==> config.mk <==
export PLATFORM = sky130hd
export DESIGN_NAME = wb_stage_mq
export DESIGN_NICKNAME = d
export VERILOG_FILES = /design/src/rtl/wb_pkg.sv /design/src/rtl/wb_queue.sv /design/src/rtl/wb_stage_mq.sv
export SDC_FILE = /design/constraint.sdc
export NUM_CORES = 1
export LEC_CHECK = 0
export CAP_MARGIN = 0
export CORE_ASPECT_RATIO = 2
export CORE_MARGIN = 5
export CORE_UTILIZATION = 54
export CTS_BUF_LIST = sky130_fd_sc_hd__clkbuf_2
export CTS_CLUSTER_DIAMETER = 80
export DETAILED_ROUTE_END_ITERATION = 6
export GPL_TIMING_DRIVEN = 0
export PLACE_DENSITY = 0.81
export SLEW_MARGIN = 30
export SYNTH_ARGS = -nofsm -noshare
export SYNTH_HDL_FRONTEND = slang
export SYNTH_SLANG_ARGS = --single-unit
==> constraint.sdc <==
create_clock -name clk -period 8.8 [get_ports clk]
set_input_delay 0.88 -clock clk [delete_from_list [all_inputs] [get_ports clk]]
set_output_delay 0.88 -clock clk [all_outputs]
set_load 0.02 [all_outputs]
==> src/rtl/wb_pkg.sv <==
// rtl/wb_pkg.sv - shared types and helpers for the multi-lane writeback stage
package wb_pkg;

  localparam int WB_AW   = 5;
  localparam int WB_XLEN = 32;

  typedef struct packed {
    logic [WB_AW-1:0]   addr;
    logic [WB_XLEN-1:0] data;
    logic               staller;
  } wb_entry_t;

  // Bit offset of lane `lane` inside a flat bus of `width`-bit lanes.
  function automatic int lane_lsb(input int lane, input int width);
    return lane * width;
  endfunction

endpackage

==> src/rtl/wb_queue.sv <==
// rtl/wb_queue.sv - in-order writeback FIFO with compacting multi-lane push and newest-first lookup
module wb_queue
  import wb_pkg::*;
#(
  parameter int NUM_CH = 2,
  parameter int DEPTH  = 4,
  parameter int AW     = WB_AW,
  parameter int XLEN   = WB_XLEN,
  localparam int PW    = $clog2(DEPTH),
  localparam int CW    = $clog2(DEPTH) + 1
) (
  input  logic                   clk,
  input  logic                   rst_n,
  input  logic [NUM_CH-1:0]      enq,
  input  logic [NUM_CH*AW-1:0]   enq_addr,
  input  logic [NUM_CH*XLEN-1:0] enq_data,
  input  logic [NUM_CH-1:0]      enq_staller,
  input  logic                   pop,
  output logic [AW-1:0]          head_addr,
  output logic [XLEN-1:0]        head_data,
  output logic                   head_staller,
  output logic [CW-1:0]          count,
  input  logic [AW-1:0]          lookup_addr,
  output logic                   lookup_hit,
  output logic [XLEN-1:0]        lookup_data
);

  logic [AW-1:0]    addr_mem [DEPTH];
  logic [XLEN-1:0]  data_mem [DEPTH];
  logic [DEPTH-1:0] stall_mem;
  logic [PW-1:0]    head;
  logic [PW-1:0]    tail;
  logic [PW-1:0]    slot [NUM_CH];
  logic [CW-1:0]    n_enq;
  logic             pop_ok;
  logic [PW-1:0]    idx;

  assign pop_ok = pop && (count != '0);

  // Each enqueuing lane lands after all lower-numbered enqueuing lanes.
  always_comb begin
    n_enq = '0;
    for (int k = 0; k < NUM_CH; k++) begin
      slot[k] = tail + n_enq[PW-1:0];
      n_enq   = n_enq + CW'(enq[k]);
    end
  end

  always_ff @(posedge clk) begin
    for (int k = 0; k < NUM_CH; k++) begin
      if (enq[k]) begin
        addr_mem[slot[k]]  <= enq_addr[lane_lsb(k, AW) +: AW];
        data_mem[slot[k]]  <= enq_data[lane_lsb(k, XLEN) +: XLEN];
        stall_mem[slot[k]] <= enq_staller[k];
      end
    end
  end

  always_ff @(posedge clk) begin
    if (!rst_n) begin
      head  <= '0;
      tail  <= '0;
      count <= '0;
    end else begin
      if (pop_ok) begin
        head <= head + PW'(1);
      end
      tail  <= tail + n_enq[PW-1:0];
      count <= count + n_enq - CW'(pop_ok);
    end
  end

  assign head_addr    = addr_mem[head];
  assign head_data    = data_mem[head];
  assign head_staller = stall_mem[head];

  // Walk oldest to newest so the youngest matching entry wins.
  always_comb begin
    lookup_hit  = 1'b0;
    lookup_data = '0;
    idx         = '0;
    for (int j = 0; j < DEPTH; j++) begin
      idx = head + PW'(j);
      if ((CW'(j) < count) && (lookup_addr != '0) && (addr_mem[idx] == lookup_addr)) begin
        lookup_hit  = 1'b1;
        lookup_data = data_mem[idx];
      end
    end
  end

endmodule

==> src/rtl/wb_stage_mq.sv <==
// rtl/wb_stage_mq.sv - multi-lane writeback stage: retire filter, queue, RF write port, forwarding, unstall
module wb_stage_mq
  import wb_pkg::*;
#(
  parameter int NUM_CH = 2,
  parameter int DEPTH  = 4,
  parameter int AW     = WB_AW,
  parameter int XLEN   = WB_XLEN
) (
  input  logic                     clk,
  input  logic                     rst_n,
  input  logic [NUM_CH-1:0]        i_valid,
  input  logic [NUM_CH-1:0]        i_rf_wr,
  input  logic [NUM_CH*AW-1:0]     i_rf_wr_addr,
  input  logic [NUM_CH*XLEN-1:0]   i_rf_wr_data,
  input  logic [NUM_CH*XLEN-1:0]   i_mem_data,
  input  logic [NUM_CH-1:0]        i_mem_to_reg,
  input  logic [NUM_CH-1:0]        i_staller,
  output logic                     o_ready,
  output logic                     o_wb_wr_reg_en,
  output logic [AW-1:0]            o_wb_wr_reg_addr,
  output logic [XLEN-1:0]          o_wb_wr_reg_data,
  input  logic [AW-1:0]            i_fwd_addr,
  output logic                     o_fwd_hit,
  output logic [XLEN-1:0]          o_fwd_data,
  output logic                     o_unstall,
  output logic [$clog2(DEPTH):0]   o_count
);

  localparam int CW = $clog2(DEPTH) + 1;

  logic                   accept;
  logic                   pop;
  logic [NUM_CH-1:0]      accept_lanes;
  logic [NUM_CH-1:0]      addr_nz;
  logic [NUM_CH-1:0]      enq;
  logic [NUM_CH-1:0]      filtered_stall;
  logic [NUM_CH*XLEN-1:0] lane_data;
  logic [AW-1:0]          head_addr;
  logic [XLEN-1:0]        head_data;
  logic                   head_staller;
  logic                   q_hit;
  logic [XLEN-1:0]        q_data;
  logic                   wb_staller;

  // All-or-nothing acceptance against registered occupancy only.
  assign o_ready = rst_n && ((CW'(DEPTH) - o_count) >= CW'(NUM_CH));
  assign accept  = o_ready && (|i_valid);

  for (genvar k = 0; k < NUM_CH; k++) begin : g_lane
    assign addr_nz[k] = |i_rf_wr_addr[lane_lsb(k, AW) +: AW];
    assign lane_data[lane_lsb(k, XLEN) +: XLEN] = i_mem_to_reg[k]
        ? i_mem_data[lane_lsb(k, XLEN) +: XLEN]
        : i_rf_wr_data[lane_lsb(k, XLEN) +: XLEN];
  end

  assign accept_lanes   = {NUM_CH{accept}} & i_valid;
  assign enq            = accept_lanes & i_rf_wr & addr_nz;
  assign filtered_stall = accept_lanes & ~enq & i_staller;
  assign pop            = (o_count != '0);

  wb_queue #(
    .NUM_CH (NUM_CH),
    .DEPTH  (DEPTH),
    .AW     (AW),
    .XLEN   (XLEN)
  ) u_queue (
    .clk          (clk),
    .rst_n        (rst_n),
    .enq          (enq),
    .enq_addr     (i_rf_wr_addr),
    .enq_data     (lane_data),
    .enq_staller  (i_staller),
    .pop          (pop),
    .head_addr    (head_addr),
    .head_data    (head_data),
    .head_staller (head_staller),
    .count        (o_count),
    .lookup_addr  (i_fwd_addr),
    .lookup_hit   (q_hit),
    .lookup_data  (q_data)
  );

  // wb_staller marks a staller-flagged write sitting on the RF port; the
  // release pulse follows one cycle after that write becomes visible.
  always_ff @(posedge clk) begin
    if (!rst_n) begin
      o_wb_wr_reg_en   <= 1'b0;
      o_wb_wr_reg_addr <= '0;
      o_wb_wr_reg_data <= '0;
      wb_staller       <= 1'b0;
      o_unstall        <= 1'b0;
    end else begin
      o_wb_wr_reg_en <= pop;
      wb_staller     <= pop && head_staller;
      if (pop) begin
        o_wb_wr_reg_addr <= head_addr;
        o_wb_wr_reg_data <= head_data;
      end
      o_unstall <= wb_staller || (|filtered_stall);
    end
  end

  assign o_fwd_hit  = rst_n && q_hit;
  assign o_fwd_data = q_data;

endmodule

==> results of run 1 <==
[report_power, final]
group	switching (uW)	leakage, uW	internal [uW]	total [uW]
clock	395	0.000311	260	655
combinational	1240	0.00377	1150	2390
sequential	106	0.00178	1200	1300
[placed cells by master, fill, tap and decap left out, types with 23 or more instances in the layout]
cell and instances:
mux2_2 52, mux4_2 147, mux2i_1 40, edfxtp_1 148, a221oi_2 30, clkbuf_1 51
o31ai_2 30, a21oi_1 134, dfxtp_1 53, clkbuf_2 58, buf_2 23, clkdlybuf4s50_1 222
nand2_1 112, a21boi_0 38, nor2_1 166
[routing by layer]
| metal | GRT usage [%] | share of wire, % | routed length [um] | up-vias |
|---|---|---|---|---|
| met4 | 18.8 | 6.7 | 2980 | 0 |
| met1 | 31.4 | 29 | 13100 | 5640 |
| met3 | 4.21 | 8.8 | 3950 | 212 |
| met2 | 56.1 | 55 | 24800 | 891 |
| li1 | - | - | - | 5065 |
| met5 | 0 | 0 | 0 | - |
[cell families (layout without fill, tap and decap cells)]
group,count (synthesis),after routing
flops,201,201
mux,239,239
simple gates,319,319
buf+inv,120,423
other cells,0,1
fa+ha+maj,10,10
compound gates,250,250
xor+xnor,25,25
[sequential cells by signal, indices dropped and copies added (netlist names), named ones only]
name	flops
u_queue.data_mem	128
u_queue.addr_mem	20
o_wb_wr_reg_data	32
u_queue.count	3
u_queue.tail	2
o_wb_wr_reg_addr	5
wb_staller	1
o_unstall	1
o_wb_wr_reg_en	1
u_queue.head	2
u_queue.stall_mem	4
[cell type report]
cell class | count | share of cell area (%)
antenna | 1 | 0.0146
timing repair buffer | 227 | 13.3
inverter | 10 | 0.219
sequential | 201 | 32.1
clock inverter | 22 | 0.984
clock buffer | 54 | 1.57
tap | 340 | 2.48
buffer | 110 | 3.15
multi-input combinational | 843 | 46.2
[metrics by stage]
stage               total power (uW)  std cells  area, sq um
floorplan                       2930       1164        14000
global placement                3640       1726        16600
detailed placement              3690       1730        16700
CTS                             4330       1806        17100
global route                    4560       1808        17200
finish                          4350       1808        17200
[final timing paths]
path | start | endpoint | slack [ps] | depth (start not counted)
max reg2reg | u_queue.count[1] | u_queue.data_mem[3][10] | 3630 | 15
min reg2reg | o_wb_wr_reg_data[24] | o_wb_wr_reg_data[24] | 480 | 2
min | o_wb_wr_reg_data[24] | o_wb_wr_reg_data[24] | 480 | 2
max | u_queue.head[1] | o_fwd_data[31] | 3400 | 9
[tightest hold or removal path, delay by kind of cell, from the launching register on]
family           cells  cell delay [ps]
flip-flops           1              330
AND/OR/NAND/NOR      1               50
AO/OA/AOI/OAI        1               60
==> results.json, run 1 <==
{
  "hold_viol": 0,
  "clock_path_buffers": 3,
  "fmax_mhz": 185,
  "dr.pass1.iters": 7,
  "path_cells": "buf_4, buf_2, mux4_2, nor3_2, o221ai_2, nor3_2, a221oi_1, o31ai_1, clkdlybuf4s50_1",
  "grt_first_pass_wirelength_mm": 67.4,
  "slowest_delay_ps": 740,
  "critPathMaxFanout": 10,
  "viasPerCell": 6.53,
  "timing.final.crit_period_ps": 5400,
  "clock_sinks": 201,
  "netlist_area_sq_um": 14000,
  "yosysMostFrequentCell": "nor2_1",
  "design.core.area_sq_um": 25700,
  "peakVddDrop_mv": 0.129,
  "synth_top_area_share_pct": 31.8,
  "dr_total_vias": 11800,
  "setup_violations": 0,
  "synth_warnings": 0,
  "clk_pin_slew_ps": 110,
  "start_util_pct": 54.5,
  "synth_common_cells": "nor2_1 (166), edfxtp_1 (148), mux4_2 (147), a21oi_1 (134), nand2_1 (114)",
  "synth_top_family_by_area": "multiplexers",
  "area_growth_pct": 22.8,
  "cpMostUsedCell": "nor3_2",
  "setup_tns_ps": 0,
  "wl_per_cell_um": 24.8,
  "track_usage_pct": 30.4,
  "cts_setup_buffers": 0,
  "maxCapViolations": 0,
  "synth_nets": 1327,
  "die_w_um": 124,
  "cts_hold_buf": 0,
  "ios": 229,
  "slowest_stage": "clkdlybuf4s50_1",
  "finalNetCount": 1599,
  "worst_pin_slew_ps": 922,
  "slew_headroom_pct": 38.5,
  "violations": "DRC",
  "synth_edf_count": 148,
  "crit_buf_inv": 3,
  "drive_above_1_share_pct": 25.7,
  "worst_slack_ps": 3400,
  "synth-seq-cells": 201,
  "p_leak_uw": 0.00585,
  "syn_inst": 1164,
  "grt_pass1_vias": 12100,
  "crit_type": "reg2out",
  "synthXorXnorAreaFrac_pct": 1.57,
  "synth_compound_area_share_pct": 13.9,
  "synth_ff_type": "edfxtp_1",
  "die_h_um": 237,
  "synth_simple_gate_area_share_pct": 9.30,
  "synthAdderAreaFrac_pct": 0.949,
  "fin_crit_sh_pct": 61.4,
  "cts_max_level": 2,
  "cts-resized-gates": 0,
  "critPathRequiredTime_ps": 7920,
  "insertion_delay_ps": 840,
  "dpl_worst_slack_ps": 2850,
  "cts_tree": "built",
  "synth-async-reset-ratio_pct": 0,
  "fill_cells": 1990,
  "cts_inserted_buffers": 43,
  "finalMaxSlewViolations": 0,
  "grt_max_degree": 38,
  "powerDensity_nw_per_um2": 253,
  "hp-class": "reg2reg",
  "worstSetupEndpointType": "primary output",
  "antenna_found_initial": 1,
  "rows": 83,
  "numPortBuffers": 222,
  "crit_family": "buffers and inverters",
  "routed_wl_mm": 44.8,
  "final_util_pct": 66.9,
  "yosysUniqueCellTypes": 48,
  "dieArea_sq_um": 29400,
  "rsz0062_at_grt": "no",
  "antenna_left": 0,
  "hpwlAfterDp_mm": 33.3,
  "syn_avg_cell_area_sq_um": 12.0,
  "arrival_ps": 4520,
  "drc": 2,
  "drtIter0Drc": 1077,
  "ff_latch_area_sq_um": 5510,
  "hold_ws_ps": 479,
  "grt_overflow": 0,
  "yosysTopAreaCell": "edfxtp_1",
  "ys_top_cells_by_area": "edfxtp_1 (32%), mux4_2 (24%), dfxtp_1 (7.6%), a21oi_1 (4.8%), nor2_1 (4.5%)",
  "multi_input_comb_area_sq_um": 7930,
  "synth.mux.area_fraction_pct": 30.7,
  "place_congestion": 0.929,
  "fin_worst_skew_ps": 57.7,
  "synth_seq_area_share_pct": 39.4,
  "cts-root-buf": "clkbuf_2",
  "worst_setup_path_start_kind": "flop",
  "status": "complete, but fails checks"
}
Note: power is estimated with default switching activity, not from simulation.
==> run 2: changes to the inputs <==
clock period = 5 ns   (was 8.8 ns; I/O delays follow)
==> run 2 against run 1 <==
  * The run now ends clean
  * Clock-buffer cell count stayed put
  * Non-clock buffer count is 2 lower
  * Via count is 0.25% lower
  * Critical path type unchanged
  * Critical endpoint is now o_fwd_data[13]
  * Largest cell class unchanged
==> results.json, run 2 (synthesis gave the netlist of run 1 again) <==
{
  "slowest_delay_ps": 670,
  "post_dp_cell_area_sq_um": 16700,
  "ff_latch_area_sq_um": 5510,
  "grt_overflow": 0,
  "startpoint": "u_queue.head[1]",
  "clock_path_buffers": 3,
  "slowest_stage": "clkdlybuf4s50_1",
  "worst_slack_ps": 172,
  "ios": 229,
  "final_util_pct": 67.0,
  "dpl_worst_slack_ps": -573,
  "critPathRequiredTime_ps": 4500,
  "worst_setup_path_start_kind": "flop",
  "setup_tns_ps": 0,
  "area_growth_pct": 23.0,
  "drive_above_1_share_pct": 26.0,
  "cts_max_level": 2,
  "worstSetupEndpointType": "primary output",
  "design.core.area_sq_um": 25700,
  "numPortBuffers": 222,
  "track_usage_pct": 30.4,
  "crit_family": "buffers and inverters",
  "crit-reg2reg-launch": "u_queue.count[1]",
  "grt_pass1_vias": 12100,
  "finalMaxSlewViolations": 0,
  "mostFrequentLayoutCell": "clkdlybuf4s50_1",
  "cpMostUsedCell": "buf_2",
  "status": "finished clean",
  "timing.final.crit_period_ps": 4830,
  "holdPathEnd": "o_unstall",
  "fin_crit_sh_pct": 96.6,
  "rows": 83,
  "antenna_left": 0,
  "fin_area_sq_um": 17200,
  "dr_total_vias": 11800,
  "fill_cells": 1983,
  "p_leak_uw": 0.00587,
  "arrival_ps": 4330,
  "r2r_cells": 15,
  "drc": 0,
  "peakVddDrop_mv": 0.228,
  "min_path_cells": 3,
  "r2r_end": "u_queue.data_mem[3][7]",
  "rsz0062_at_grt": "no",
  "worst_pin_slew_ps": 931,
  "slew_headroom_pct": 37.9,
  "largest_reg_flops": 128,
  "cts_tree": "built",
  "hpwlAfterDp_mm": 33.3,
  "grt_first_pass_wirelength_mm": 67.4,
  "multi_input_comb_area_sq_um": 7960,
  "viasPerCell": 6.52,
  "die_w_um": 124,
  "dr.pass1.iters": 5,
  "worst-r2r-setup-slack_ps": 280,
  "path_cells": "buf_4, buf_2, buf_2, buf_2, clkbuf_1, mux4_2, nor2_1, o31ai_2, clkdlybuf4s50_1",
  "insertion_delay_ps": 850,
  "cts_inserted_buffers": 43,
  "setup_violations": 0,
  "fin_worst_skew_ps": 82.8,
  "critPathMaxFanout": 10,
  "clk_pin_slew_ps": 130,
  "hp-start": "i_valid[0]",
  "die_h_um": 237,
  "clock_sinks": 201,
  "mostFrequentLayoutCells": "clkdlybuf4s50_1 (222), nor2_1 (166), edfxtp_1 (148), mux4_2 (147), a21oi_1 (134)",
  "place_congestion": 0.929,
  "drtIter0Drc": 1116,
  "crit_type": "reg2out",
  "wl_per_cell_um": 24.8,
  "start_util_pct": 54.5,
  "cts-root-buf": "clkbuf_2",
  "hold_viol": 0,
  "finalNetCount": 1597,
  "dieArea_sq_um": 29400,
  "fmax_mhz": 207,
  "cts_hold_buf": 0,
  "crit_buf_inv": 6,
  "antenna_found_initial": 1,
  "grt_max_degree": 38,
  "routed_wl_mm": 44.9,
  "powerDensity_nw_per_um2": 446,
  "maxCapViolations": 0,
  "hp-class": "in2reg"
}
-- run 2: changes by cell type in the layout (fill, tap and decap cells not counted) --
cell and change:
clkbuf_2 +4, clkbuf_1 -3, nand2_8 +2, nor3_4 +1, buf_1 -3, nor3_2 -1, nand2_4 -2
-- run 2: timing repair --
item                       4_1_cts  5_1_grt
resized for setup                2        9
buffers inserted                 0        0
setup endpoints to repair       38       96
-- run 2: worst reg2reg max path: stages (launching register included) --
cell and delay [ps]:
dfxtp_1 470, inv_1 110, ha_1 200, ha_1 260
or3b_2 460, nand3_1 90, or2_2 110, clkbuf_1 310
inv_1 160, ha_1 220, xor2_1 170, nor3b_1 180
nand2_1 470, buf_2 410, clkbuf_2 400, nand2_8 330
-- run 2: area by class of cell --
class | count | share of cell area (%)
clock inverter | 22 | 0.983
timing repair buffer | 227 | 13.3
clock buffer | 54 | 1.57
buffer | 108 | 3.13
sequential | 201 | 32.0
multi-input combinational | 843 | 46.3
tap | 340 | 2.48
antenna | 1 | 0.0146
inverter | 10 | 0.218
-- run 2: where the power goes --
group | total, uW | switching [uW] | internal, uW
logic | 4210 | 2190 | 2020
registers | 2290 | 188 | 2110
clock network | 1160 | 698 | 458
total | 7660 | 3080 | 4580
-- run 2: metal layers --
layer	track usage, %	up-vias	share of wire [%]
met5	0	-	0
met4	18.8	0	6.7
met3	4.21	212	8.5
met2	56.1	839	55
met1	31.4	5662	30
li1	-	5065	-
-- run 2: worst max path at each step --
stage | to | cells past startpoint
after detailed placement | u_queue.data_mem[3][18] | 13
after CTS | u_queue.data_mem[3][7] | 15
final | o_fwd_data[13] | 9
after global placement | u_queue.data_mem[0][18] | 6
after floorplan | u_queue.addr_mem[0][0] | 8
after global routing | o_fwd_data[13] | 9
-- run 2: through the flow --
stage	hold WS [ps]	total power (uW)	instances
floorplan	477	5160	1164
global placement	459	6410	1726
detailed placement	464	6500	1730
CTS	278	7630	1806
global route	337	8030	1806
finish	337	7660	1806
==> run 3: changes to the inputs <==
CORE_UTILIZATION = 50   (was 54)
PLACE_DENSITY = 0.76   (was 0.81)
==> run 3 against run 2 <==
  * Clock power decreased by 6%
  * Clock-buffer cell count increased by 9
  * First-iteration DRC count increased by 3.4%
  * Combinational power about the same
  * Maximum frequency decreased by 1.6%
==> results.json, run 3 (synthesis gave the netlist of run 1 again) <==
{
  "largest_reg_flops": 128,
  "dieArea_sq_um": 31600,
  "track_usage_pct": 27.8,
  "area_growth_pct": 23.1,
  "p_leak_uw": 0.00588,
  "mostFrequentLayoutCells": "clkdlybuf4s50_1 (222), nor2_1 (166), edfxtp_1 (148), mux4_2 (147), a21oi_1 (134)",
  "ios": 229,
  "start_util_pct": 50.7,
  "die_h_um": 246,
  "hp-class": "in2reg",
  "slew_headroom_pct": 38.0,
  "rows": 86,
  "grt_max_degree": 38,
  "worst_pin_slew_ps": 930,
  "fin_worst_skew_ps": 43.0,
  "wl_per_cell_um": 24.8,
  "worst_slack_ps": 91.9,
  "rsz0062_at_grt": "no",
  "setup_violations": 0,
  "grt_pass1_vias": 12300,
  "viasPerCell": 6.41,
  "timing.final.crit_period_ps": 4910,
  "design.core.area_sq_um": 27500,
  "finalPower_uw": 7590,
  "cts_max_level": 2,
  "dr.pass1.iters": 5,
  "slowest_delay_ps": 690,
  "cts_inserted_buffers": 44,
  "maxCapViolations": 0,
  "multi_input_comb_area_sq_um": 7960,
  "antenna_left": 0,
  "die_w_um": 128,
  "grt_overflow": 0,
  "clk_pin_slew_ps": 120,
  "cts_hold_buf": 0,
  "critPathRequiredTime_ps": 4500,
  "fill_cells": 2247,
  "crit_buf_inv": 6,
  "cpMostUsedCell": "buf_2",
  "dpl.cell_count": 1742,
  "finalNetCount": 1601,
  "drtIter0Drc": 1154,
  "place_congestion": 0.915,
  "clock_sinks": 201,
  "mostFrequentLayoutCell": "clkdlybuf4s50_1",
  "powerDensity_nw_per_um2": 441,
  "status": "finished clean",
  "insertion_delay_ps": 840,
  "dpl_worst_slack_ps": -621,
  "grt_first_pass_wirelength_mm": 67.1,
  "drive_above_1_share_pct": 26.3,
  "setup_tns_ps": 0,
  "ff_latch_area_sq_um": 5510,
  "peakVddDrop_mv": 0.190,
  "cts-root-buf": "clkbuf_2",
  "slowest_stage": "clkdlybuf4s50_1",
  "path_cells": "buf_4, buf_2, buf_2, buf_2, clkbuf_1, mux4_2, nor2_1, o31ai_2, clkdlybuf4s50_1",
  "worstSetupEndpointType": "primary output",
  "fin_crit_sh_pct": 98.2,
  "drc": 0,
  "worst_setup_path_start_kind": "flop",
  "antenna_found_initial": 1,
  "routed_wl_mm": 45.3,
  "finalMaxSlewViolations": 0,
  "cts_tree": "built",
  "arrival_ps": 4410,
  "critPathMaxFanout": 10,
  "hpwlAfterDp_mm": 34.0,
  "crit_family": "buffers and inverters",
  "dr_total_vias": 11700,
  "final_cells": 1826,
  "crit_type": "reg2out",
  "clock_path_buffers": 3,
  "numPortBuffers": 222,
  "fmax_mhz": 204,
  "hold_viol": 0
}
==> run 3: cell types whose count changed in the layout (fill, tap and decap cells not counted), sizes merged <==
cell and change:
clkinv -4, inv +2, bufinv -2, clkbuf +10
buf +2
==> run 3: where the power goes <==
| group | switching (uW) | internal [uW] | total (uW) | leakage, uW |
|---|---|---|---|---|
| sequential | 188 | 2110 | 2300 | 0.00178 |
| clock | 694 | 394 | 1090 | 0.000315 |
| combinational | 2180 | 2020 | 4200 | 0.00379 |
==> run 3: routing by layer <==
metal / up-vias / share of wire [%] / track usage [%]
met5: - / 0 / 0
met4: 0 / 6.6 / 18.8
met3: 188 / 8.4 / 4.40
met2: 774 / 55 / 52.6
met1: 5669 / 30 / 26.6
li1: 5078 / - / -
==> run 3: final timing paths <==
path / slack (ps) / cells past startpoint / from / endpoint
max reg2reg: 340 / 16 / u_queue.count[1] / u_queue.data_mem[2][19]
min: 310 / 3 / i_valid[0] / o_unstall
max: 90 / 9 / u_queue.head[1] / o_fwd_data[15]
min reg2reg: 480 / 2 / o_wb_wr_reg_data[26] / o_wb_wr_reg_data[26]
==> run 3: area by class of cell <==
type,instances,area share (%)
clock inverters,18,0.568
flip-flops and latches,201,32.0
plain buffers,108,3.11
inverters,10,0.218
repair buffers,230,13.4
clock buffers,63,1.83
diodes,1,0.0146
well taps,352,2.56
multi-input cells,843,46.3
==> run 3: repair_timing <==
item	in CTS	in global routing
pin swaps	0	1
setup buffers	0	3
gates resized for setup	1	5
endpoints found under the setup margin	37	105
==> run 3: per-stage QoR <==
stage	hold WS [ps]	util, %	cell area (sq um)
after global routing	334	62.4	17200
final	307	62.4	17200
after CTS	264	62.2	17100
after detailed placement	466	60.7	16700
after floorplan	477	-	14000
after global placement	459	60.4	16600
==> run 3: worst reg2reg max path, cell delays in order, from the launching register on <==
cell and delay [ps]:
dfxtp_1 450, inv_1 100, ha_1 190, ha_1 270, or3b_2 470, nand3_1 90, or2_2 110, clkbuf_1 300
inv_1 160, ha_1 220, xor2_1 160, nor3b_1 180, nand2b_1 100, buf_2 290, buf_2 520, buf_1 600
a21oi_1 170
